[src/rtl/alu_operand_loader_if.sv]
// Board-side bundle for the ALU operand loader: raw switches/button in,
// captured operands, opcode and load status out.
interface alu_operand_loader_if #(
  parameter int n = 4
);
  logic [n-1:0] interruptores;
  logic         boton;
  logic [n-1:0] entrada1;
  logic [n-1:0] entrada2;
  logic [3:0]   selector;
  logic [1:0]   etapa;
  logic         listo;
  logic         valido;

  modport master (
    output interruptores, boton,
    input  entrada1, entrada2, selector, etapa, listo, valido
  );

  modport slave (
    input  interruptores, boton,
    output entrada1, entrada2, selector, etapa, listo, valido
  );
endinterface

[src/rtl/alu_operand_loader.sv]
// Loads ALU operand A, operand B and opcode from board switches, one field per
// debounced button press, cycling A -> B -> OP -> LISTO -> A.
module alu_operand_loader #(
  parameter int n        = 4,
  parameter int DEBOUNCE = 500000
) (
  input  logic                 clock,
  input  logic                 reset,
  alu_operand_loader_if.slave  bus
);

  localparam int CW = $clog2(DEBOUNCE);

  typedef enum logic [1:0] {
    CARGA_A  = 2'd0,
    CARGA_B  = 2'd1,
    CARGA_OP = 2'd2,
    LISTO    = 2'd3
  } state_t;

  logic [n-1:0]  sw_s1_q, sw_s2_q;
  logic          btn_s1_q, btn_s2_q;
  logic [CW-1:0] cnt_q, cnt_d;
  logic          deb_q, deb_d;
  logic          deb_dly_q;
  logic          press;

  state_t        state_q;
  logic [n-1:0]  a_q, b_q;
  logic [3:0]    op_q;
  logic          listo_q, valido_q;

  // Counter runs only while the synchronized button disagrees with the
  // debounced level; the DEBOUNCE-th disagreeing cycle flips the level.
  always_comb begin
    cnt_d = '0;
    deb_d = deb_q;
    if (btn_s2_q != deb_q) begin
      if (cnt_q == CW'(DEBOUNCE - 1)) deb_d = ~deb_q;
      else                            cnt_d = cnt_q + 1'b1;
    end
  end

  always_ff @(posedge clock or posedge reset) begin
    if (reset) begin
      sw_s1_q   <= '0;
      sw_s2_q   <= '0;
      btn_s1_q  <= 1'b0;
      btn_s2_q  <= 1'b0;
      cnt_q     <= '0;
      deb_q     <= 1'b0;
      deb_dly_q <= 1'b0;
    end else begin
      sw_s1_q   <= bus.interruptores;
      sw_s2_q   <= sw_s1_q;
      btn_s1_q  <= bus.boton;
      btn_s2_q  <= btn_s1_q;
      cnt_q     <= cnt_d;
      deb_q     <= deb_d;
      deb_dly_q <= deb_q;
    end
  end

  // Rising debounced level only; releases are ignored.
  assign press = deb_q & ~deb_dly_q;

  always_ff @(posedge clock or posedge reset) begin
    if (reset) begin
      state_q  <= CARGA_A;
      a_q      <= '0;
      b_q      <= '0;
      op_q     <= '0;
      listo_q  <= 1'b0;
      valido_q <= 1'b0;
    end else begin
      valido_q <= 1'b0;
      listo_q  <= (state_q == LISTO);
      if (press) begin
        case (state_q)
          CARGA_A: begin
            a_q     <= sw_s2_q;
            state_q <= CARGA_B;
          end
          CARGA_B: begin
            b_q     <= sw_s2_q;
            state_q <= CARGA_OP;
          end
          CARGA_OP: begin
            op_q     <= sw_s2_q[3:0];
            valido_q <= 1'b1;
            state_q  <= LISTO;
          end
          default: state_q <= CARGA_A;
        endcase
      end
    end
  end

  assign bus.entrada1 = a_q;
  assign bus.entrada2 = b_q;
  assign bus.selector = op_q;
  assign bus.etapa    = state_q;
  assign bus.listo    = listo_q;
  assign bus.valido   = valido_q;

endmodule

[src/flat_wrapper.sv]
// flat-port wrapper written by rule: the top's interface ports become plain ports
module alu_operand_loader_flat 
#(
  parameter int n        = 4,
  parameter int DEBOUNCE = 500000
)
  (clock, reset, bus_interruptores, bus_boton, bus_entrada1, bus_entrada2, bus_selector, bus_etapa, bus_listo, bus_valido);
  alu_operand_loader_if #(.n(n)) bus_i ();
  input  logic clock;
  input  logic reset;
  input wire logic [$bits(bus_i.interruptores)-1:0] bus_interruptores;
  input wire logic [$bits(bus_i.boton)-1:0] bus_boton;
  output wire logic [$bits(bus_i.entrada1)-1:0] bus_entrada1;
  output wire logic [$bits(bus_i.entrada2)-1:0] bus_entrada2;
  output wire logic [$bits(bus_i.selector)-1:0] bus_selector;
  output wire logic [$bits(bus_i.etapa)-1:0] bus_etapa;
  output wire logic [$bits(bus_i.listo)-1:0] bus_listo;
  output wire logic [$bits(bus_i.valido)-1:0] bus_valido;
  assign bus_i.interruptores = bus_interruptores;
  assign bus_i.boton = bus_boton;
  assign bus_entrada1 = bus_i.entrada1;
  assign bus_entrada2 = bus_i.entrada2;
  assign bus_selector = bus_i.selector;
  assign bus_etapa = bus_i.etapa;
  assign bus_listo = bus_i.listo;
  assign bus_valido = bus_i.valido;
  alu_operand_loader #(.n(n), .DEBOUNCE(DEBOUNCE)) u_core (.clock(clock), .reset(reset), .bus(bus_i));
endmodule
[config.mk]
export PLATFORM = sky130hd
export DESIGN_NAME = alu_operand_loader_flat
export DESIGN_NICKNAME = d
export VERILOG_FILES = /design/src/rtl/alu_operand_loader_if.sv /design/src/rtl/alu_operand_loader.sv /design/src/flat_wrapper.sv
export SDC_FILE = /design/constraint.sdc
export NUM_CORES = 1
export LEC_CHECK = 0
export ABC_AREA = 1
export CAP_MARGIN = 20
export CORE_AREA = 5 5 66 68
export DETAILED_ROUTE_END_ITERATION = 7
export DIE_AREA = 0 0 71 73
export PLACE_DENSITY_LB_ADDON = 0.2
export SYNTH_ARGS = -nofsm -noshare
export SYNTH_HDL_FRONTEND = slang
export SYNTH_SLANG_ARGS = --single-unit
[constraint.sdc]
create_clock -name clock -period 1.85 [get_ports clock]
set_input_delay 0.185 -clock clock [delete_from_list [all_inputs] [get_ports clock]]
set_output_delay 0.185 -clock clock [all_outputs]
set_load 0.1 [all_outputs]
==> flow_summary_export.csv, run 1 <==
group,metric,value,unit
run_status,status,"finished clean",
placed_design,portBuffers,22,
detailed_routing,drc,0,
timing,max_slew.worst_pin.slew,388,ps
clock_network,cts_made_buffers,5,
timing,slew_headroom,74.1,%
grt,top_usage_layer,"met2",
timing,post-route-period-util,79.6,%
grt,grt_max_degree,48,
critical_path,worstSetupPathType,"flip-flop to flip-flop",
clock_network,cts.clk_slew.worst_paths,100,ps
pwr,p_leak,1.14,nW
critical_path,startpoint_type,"flip-flop",
grt,use_met3,4.27,%
floorplan,fp.dieArea,5180,µm²
detailed_routing,via_per_inst,4.77,
placed_design,hpwlAfterDp,2.65,mm
critical_path,critPathCaptureType,"flip-flop",
final_layout,area_growth,17.5,%
clock_network,cts_tree,"built",
critical_path,r2r_slack,380,ps
floorplan,dieHeight,73,µm
clock_network,cts.path.max_buffers,2,
clock_network,cts_resized,0,
timing,hold_violations,0,
logic_synthesis,syn_nets,235,
grt,overflow,0,
floorplan,ios,23,
critical_path,reg2regPathDepth,6,
timing,fmax,679,MHz
logic_synthesis,ys_seq_area_share,56.8,%
clock_network,cts_setup_buffers,0,
logic_synthesis,synth_warnings,0,
grt,use_met1,20.0,%
clock_network,clock_sinks,47,
timing,clock_skew,6.18,ps
placed_design,place_ws,389,ps
grt,track_usage,15.9,%
clock_network,clk_latency,310,ps
critical_path,worstPathRequired,2040,ps
timing,fin_crit,1470,ps
final_layout,layout.nets,265,
detailed_routing,firstDrtPassIters,4,
timing,slew_viol_final,0,
floorplan,initial_utilization,54.5,%
final_layout,drive_gt1_share,18.2,%
floorplan,die_width,71,µm
clock_network,hold_buffers,0,
final_layout,antenna_cells,0,
logic_synthesis,ys_ff_latch,47,
final_layout,layout_common_cells,"dfrtp_1, nand2_1, nor2_1",
timing,hold_slack,221,ps
detailed_routing,drtIter0Drc,97,
clock_network,h-tree-depth,2,
timing,rsz0062_at_grt,"false",
critical_path,critPathArrivalTime,1670,ps
min_path,worstHoldPathType,"primary input to asynchronous set/reset pin",
detailed_routing,wl_per_cell,12.2,µm
timing,setup_ws,378,ps
grt,antenna_found_initial,0,
pwr,finalPower,1.80,mW
logic_synthesis,synth.distinct_cells,26,
placed_design,globalplace.congestion,0.823,
clock_network,cts-root-buf,"clkbuf_8",
timing,setup-tns-final,0,ps
logic_synthesis,syn-cell-area,2070,µm²
timing,finalSetupViolCount,0,
critical_path,r2r_start,"u_core.cnt_q[0]",
grt,grt_pass1_vias,1441,
pwr,powerDensity,739,nW/µm²
job,maxCapViolations,0,
grt,grt_first_pass_wirelength,6.40,mm
floorplan,rows,23,
final_layout,layout_commonest_cell,"dfrtp_1",
critical_path,startpoint,"u_core.cnt_q[0]",
logic_synthesis,synth_cells,222,
floorplan,core,3800,µm²
critical_path,crit_fanout,7,
logic_synthesis,synth_area_per_cell,9.33,µm²
detailed_routing,num_vias,1445,
pwr,vdd.ir_drop.worst,0.000501,V
grt,grt_use_met2,26.3,%
critical_path,reg2reg_to,"u_core.cnt_q[17]",
detailed_routing,final_antenna_net_count,0,
detailed_routing,routed_wl,3.69,mm
worst max path at each step:
| stage | end | slack (ps) | cells past startpoint |
|---|---|---|---|
| global route | u_core.cnt_q[17] | 210 | 6 |
| detailed placement | u_core.cnt_q[17] | 390 | 6 |
| global placement | u_core.cnt_q[0] | 430 | 6 |
| floorplan | u_core.bus.selector[3] | 30 | 7 |
| CTS | u_core.cnt_q[17] | 360 | 6 |
| finish | u_core.cnt_q[17] | 380 | 6 |
flip-flops by register name, summed over array words and instances, names as in the netlist, 2 cells and up:
register	count
u_core.bus.entrada1	4
u_core.bus.entrada2	4
u_core.bus.etapa	2
u_core.bus.selector	4
u_core.cnt_q	19
u_core.sw_s1_q	4
u_core.sw_s2_q	4
where the power goes:
part           switching, mW  internal, mW
registers            0.00726          1.04
clock network          0.395         0.290
logic                 0.0408        0.0243
total                  0.443          1.36
cell families after synthesis:
group / share of synthesized area, %
xor+xnor: 4.17
buf+inv: 5.43
compound gates: 5.74
simple gates: 24.3
flops: 56.8
fa+ha+maj: 3.62
Yosys cell counts, drive strengths merged:
cell type,count,area (µm²)
clkinv,1,5.00
nand4,1,6.26
nand2,46,188
a21oi,3,15.0
ha,6,75.1
nor2,46,218
o22ai,2,12.5
xnor2,1,8.76
nand3,13,65.1
dfrtp,47,1180
xor2,8,77.6
inv,28,108
o21a,1,7.51
nor3b,1,12.5
o21ai,16,83.8
nor3,1,5.00
or2,1,8.76
layout make-up:
type	count	area, µm²
fillers	338	1360
flip-flops and latches	47	1180
multi-input cells	146	783
repair buffers	23	200
inverters	29	113
clock buffers	5	68.8
well taps	50	62.6
clock inverters	3	31.3
stage by stage:
| step | std cells | instance area [µm²] | util (%) |
|---|---|---|---|
| 6_report | 303 | 2430 | 64.1 |
| 5_1_grt | 303 | 2430 | 64.1 |
| 4_1_cts | 303 | 2430 | 64.1 |
| 3_5_place_dp | 295 | 2330 | 61.5 |
| 3_3_place_gp | 295 | 2330 | 61.5 |
| 2_1_floorplan | 222 | 2070 | - |
per-layer routing:
metal  wire [µm]  vias to the layer above  part of all wire, %
met5           0                        -                    0
met4          59                        0                  1.6
met3         136                        6                  3.7
met2        1750                       20                   47
met1        1750                      677                   47
li1            -                      742                    -
critical path, cell delays in order (launching register included):
cell	delay, ps
dfrtp_1	380
ha_1	190
nand2_1	100
nor2_1	160
nand3_1	260
nand2_2	200
a21oi_1	70
Note: power is estimated with default switching activity, not from simulation.
==> run 2, diff against run 1 <==
Settings changed: CORE_AREA 5 5 66 68 to 5 5 68 70, DIE_AREA 0 0 71 73 to 0 0 73 75.
Clock period 1.85 ns to 1.5 ns, I/O delays scaled along.
==> run 2 against run 1 <==
Setup slack worse by 220 ps. Die area is 5.6% higher. Clock-buffer cell count stayed put. Final cell count is 0.66% higher. Utilization is 4.0 points higher. Flip-flop and latch count stayed put. Largest cell class unchanged.
==> flow_summary_export.csv, run 2 (synthesis results as in run 1) <==
group,metric,value,unit
timing,clock_skew,5.63,ps
final_layout,regMostFlops,"u_core.cnt_q",
timing,hold_slack,103,ps
floorplan,die_width,73,µm
detailed_routing,via_per_inst,4.85,
placed_design,globalplace.congestion,0.847,
clock_network,cts-root-buf,"clkbuf_8",
min_path,worstHoldPathType,"primary input to asynchronous set/reset pin",
detailed_routing,firstDrtPassIters,4,
clock_network,cts_setup_buffers,0,
run_status,status,"finished clean",
clock_network,clock_sinks,47,
floorplan,core,3910,µm²
critical_path,crit_fanout,7,
clock_network,clk_latency,300,ps
grt,antenna_found_initial,0,
final_layout,antenna_cells,0,
clock_network,cts_made_buffers,5,
pwr,p_leak,1.18,nW
floorplan,ios,23,
floorplan,dieHeight,75,µm
pwr,vdd.ir_drop.worst,0.000772,V
timing,fin_crit,1340,ps
clock_network,cts_tree,"built",
final_layout,utilization,68.1,%
critical_path,r2r_start,"u_core.cnt_q[0]",
grt,grt_max_degree,21,
critical_path,crit_top_cell,"nor2_1",
final_layout,layout.nets,267,
timing,slew_viol_final,0,
final_layout,layout_commonest_cell,"dfrtp_1",
detailed_routing,drtIter0Drc,85,
critical_path,reg2reg_to,"u_core.cnt_q[3]",
final_layout,largest_reg_flops,19,
grt,grt_first_pass_wirelength,6.89,mm
pwr,powerDensity,820,nW/µm²
detailed_routing,final_antenna_net_count,0,
detailed_routing,num_vias,1480,
placed_design,portBuffers,22,
critical_path,critPathArrivalTime,1540,ps
clock_network,cts.clk_slew.worst_paths,90,ps
grt,track_usage,16.5,%
clock_network,cts.path.max_buffers,2,
timing,slew_headroom,71.0,%
floorplan,rows,23,
critical_path,slowest_stage,"dfrtp_1",
timing,setup_ws,157,ps
timing,post-route-period-util,89.5,%
grt,grt_pass1_vias,1505,
critical_path,worstPathRequired,1690,ps
critical_path,worstSetupPathType,"flip-flop to flip-flop",
placed_design,place_ws,40.2,ps
job,maxCapViolations,0,
final_layout,fillCellCount,326,
detailed_routing,wl_per_cell,12.2,µm
detailed_routing,drc,0,
final_layout,drive_gt1_share,20.8,%
placed_design,hpwlAfterDp,2.86,mm
clock_network,h-tree-depth,2,
final_layout,area_growth,28.6,%
grt,overflow,0,
critical_path,reg2regPathDepth,6,
critical_path,r2r_slack,160,ps
timing,hold_violations,0,
critical_path,cp_num_cells,6,
floorplan,initial_utilization,52.9,%
detailed_routing,routed_wl,3.73,mm
critical_path,slowest_delay,380,ps
final_layout,layout_common_cells,"dfrtp_1, nand2_1, nor2_1",
timing,max_slew.worst_pin.slew,434,ps
timing,fmax,745,MHz
critical_path,path_cells,"ha_2, nand2_1, nor2_1, nand3_2, nand2_4, nor2_1",
critical_path,path_buf_inv,0,
critical_path,startpoint_type,"flip-flop",
timing,finalSetupViolCount,0,
floorplan,fp.dieArea,5480,µm²
critical_path,critPathCaptureType,"flip-flop",
critical_path,crit_family,"simple AND/OR/NAND/NOR gates",
## run 2: cell types whose count changed in the layout (fill, tap and decap cells not counted), sizes merged
| cell | before | now |
|---|---|---|
| buf | 17 | 19 |
| inv | 31 | 30 |
| clkinvlp | 0 | 1 |
## run 2: layout make-up
cell class,count,area [µm²],area share (%)
clock buffer,5,68.8,2.58
clock inverter,3,27.5,1.03
inverter,29,113,4.23
multi-input combinational,146,798,30.0
sequential,47,1180,44.2
tap,50,62.6,2.35
timing repair buffer,25,415,15.6
## run 2: repair_timing
action,CTS,global route
hold buffers,0,0
gates resized for setup,0,4
setup endpoints to repair,0,11
## run 2: metrics by stage
step	TNS (ps)	total power, mW	instance area (µm²)	std cells
after floorplan	0	1.37	2070	222
after global placement	0	1.40	2550	297
after detailed placement	0	1.40	2550	297
after CTS	0	2.21	2650	305
after global routing	-7.34	2.27	2660	305
final	0	2.18	2660	305
## run 2: how the worst max path moves through the flow
stage	from	to	slack (ps)
after detailed placement	u_core.cnt_q[0]	u_core.cnt_q[0]	40
after floorplan	u_core.bus.etapa[0]	u_core.bus.selector[3]	4
after global routing	u_core.cnt_q[0]	u_core.cnt_q[18]	-7
after global placement	u_core.cnt_q[0]	u_core.cnt_q[0]	70
final	u_core.cnt_q[0]	u_core.cnt_q[3]	160
after CTS	u_core.cnt_q[0]	u_core.cnt_q[0]	30
## run 2: power by group
group	switching (mW)	leakage (nW)	internal, mW
Combinational	0.0507	0.505	0.0322
Clock	0.461	0.0467	0.346
Sequential	0.00895	0.628	1.29
## run 2: per-layer routing
layer / GRT usage (%) / share of wire, % / vias up / wire, µm
li1: - / - / 749 / -
met1: 21.9 / 46 / 701 / 1730
met2: 26.2 / 48 / 23 / 1780
met3: 4.14 / 3.8 / 7 / 142
met4: 6.35 / 2.0 / 0 / 76
met5: 0 / 0 / - / 0
==> run 3, diff against run 2 <==
--- a/config.mk
+++ b/config.mk
@@ -12,4 +12,6 @@
 export DIE_AREA = 0 0 73 75
 export PLACE_DENSITY_LB_ADDON = 0.2
+export SKIP_CTS_REPAIR_TIMING = 1
+export SKIP_LAST_GASP = 1
 export SYNTH_ARGS = -nofsm -noshare
 export SYNTH_HDL_FRONTEND = slang
==> constraint.sdc (replaced) <==
create_clock -name clock -period 1.5 [get_ports clock]
set_input_delay 0.45 -clock clock [delete_from_list [all_inputs] [get_ports clock]]
set_output_delay 0.45 -clock clock [all_outputs]
set_load 0.1 [all_outputs]
==> run 3 against run 2 <==
Non-clock buffer count stayed put. Global-route usage decreased by 0.21 points. First-iteration DRC count is the same. Hold slack improved by 250 ps. Register-to-register slack worse by 40 ps. Clock power rose by 3.3%. Combinational power fell by 1%. Clock skew rose by 1.4 ps. Critical path type is now flip-flop to primary output. Largest power group unchanged.
==> flow_summary_export.csv, run 3 (synthesis results as in run 1) <==
group,metric,value,unit
run_status,status,"finished clean",
clock_network,clk_latency,300,ps
min_path,min_from,"u_core.sw_s1_q[0]",
critical_path,path_cells,"buf_12",
clock_network,cts.path.max_buffers,2,
final_layout,drive_gt1_share,22.4,%
pwr,p_leak,1.18,nW
critical_path,slowest_stage,"dfrtp_2",
critical_path,worstPathRequired,1050,ps
final_layout,regMostFlops,"u_core.cnt_q",
final_layout,largest_reg_flops,19,
grt,grt_first_pass_wirelength,6.67,mm
pwr,vdd.ir_drop.worst,0.000548,V
clock_network,cts_made_buffers,5,
timing,clock_skew,7.04,ps
floorplan,die_width,73,µm
floorplan,initial_utilization,52.9,%
detailed_routing,num_vias,1440,
grt,antenna_found_initial,0,
critical_path,crit_fanout,5,
critical_path,path_buf_inv,1,
floorplan,fp.dieArea,5480,µm²
timing,rsz0062_at_grt,"true",
final_layout,layout_commonest_cell,"dfrtp_1",
grt,grt_pass1_vias,1411,
timing,finalSetupViolCount,0,
timing,slew_viol_final,0,
placed_design,hpwlAfterDp,2.82,mm
floorplan,core,3910,µm²
clock_network,cts-root-buf,"clkbuf_8",
detailed_routing,routed_wl,3.79,mm
critical_path,crit_family,"flip-flops",
floorplan,rows,23,
clock_network,cts.clk_slew.worst_paths,90,ps
min_path,worstHoldPathType,"flip-flop to flip-flop",
timing,slew_headroom,73.3,%
detailed_routing,drtIter0Drc,85,
critical_path,critPathCaptureType,"primary output",
critical_path,worstSetupPathType,"flip-flop to primary output",
detailed_routing,wl_per_cell,12.4,µm
clock_network,clock_sinks,47,
critical_path,r2r_start,"u_core.cnt_q[0]",
critical_path,startpoint,"u_core.bus.etapa[0]",
timing,max_slew.worst_pin.slew,401,ps
pwr,powerDensity,824,nW/µm²
timing,hold_violations,0,
grt,overflow,0,
detailed_routing,final_antenna_net_count,0,
placed_design,portBuffers,22,
floorplan,dieHeight,75,µm
critical_path,slowest_delay,460,ps
critical_path,critPathArrivalTime,950,ps
timing,setup-tns-final,0,ps
job,maxCapViolations,0,
floorplan,ios,23,
placed_design,globalplace.congestion,0.804,
final_layout,layout_common_cells,"dfrtp_1, nand2_1, nor2_1",
grt,track_usage,16.3,%
detailed_routing,via_per_inst,4.72,
grt,grt_max_degree,48,
final_layout,area_growth,29.5,%
detailed_routing,firstDrtPassIters,4,
final_layout,layout.nets,267,
final_layout,utilization,68.5,%
timing,post-route-period-util,93.1,%
timing,fin_crit,1400,ps
clock_network,cts_tree,"built",
timing,fmax,716,MHz
final_layout,fillCellCount,307,
detailed_routing,drc,0,
final_layout,antenna_cells,0,
critical_path,startpoint_type,"flip-flop",
clock_network,h-tree-depth,2,
[run 3: layout make-up]
type | count | area, µm² | share of cell area [%]
Clock buffer | 7 | 96.3 | 3.59
Clock inverter | 1 | 7.51 | 0.280
Inverter | 29 | 116 | 4.34
Multi-Input combinational cell | 146 | 806 | 30.0
Sequential cell | 47 | 1180 | 43.9
Tap cell | 50 | 62.6 | 2.33
Timing Repair Buffer | 25 | 415 | 15.5
[run 3: layer usage]
layer / vias up / GRT usage (%) / share of wire (%)
li1: 748 / - / -
met4: 0 / 6.76 / 1.8
met5: - / 0 / 0
met1: 663 / 22.7 / 47
met2: 22 / 25.0 / 48
met3: 7 / 3.20 / 3.3
[run 3: path summary, 6_finish.rpt]
path / to / slack (ps) / cells after the start
max: bus_etapa[0] / 100 / 1
min: u_core.sw_s2_q[0] / 350 / 0
max reg2reg: u_core.cnt_q[16] / 120 / 7
min reg2reg: u_core.sw_s2_q[0] / 350 / 0
max in group asynchronous: u_core.bus.etapa[1] / 730 / 3
min in group asynchronous: u_core.bus.entrada1[3] / 560 / 3
[run 3: report_power, final]
| group | internal [mW] | switching, mW | total [mW] |
|---|---|---|---|
| Combinational | 0.0306 | 0.0510 | 0.0816 |
| Sequential | 1.29 | 0.00911 | 1.29 |
| Clock | 0.419 | 0.415 | 0.834 |
[run 3: per-stage QoR]
stage | area [µm²] | setup WS, ps | hold slack [ps] | total power, mW | instances
2_1_floorplan | 2080 | 4.37 | 331 | 1.37 | 222
3_3_place_gp | 2550 | 76.4 | 334 | 1.40 | 296
3_5_place_dp | 2550 | 25.2 | 335 | 1.40 | 296
4_1_cts | 2650 | 3.25 | 353 | 2.23 | 304
5_1_grt | 2680 | -30.3 | 373 | 2.30 | 305
6_report | 2680 | 104 | 352 | 2.21 | 305
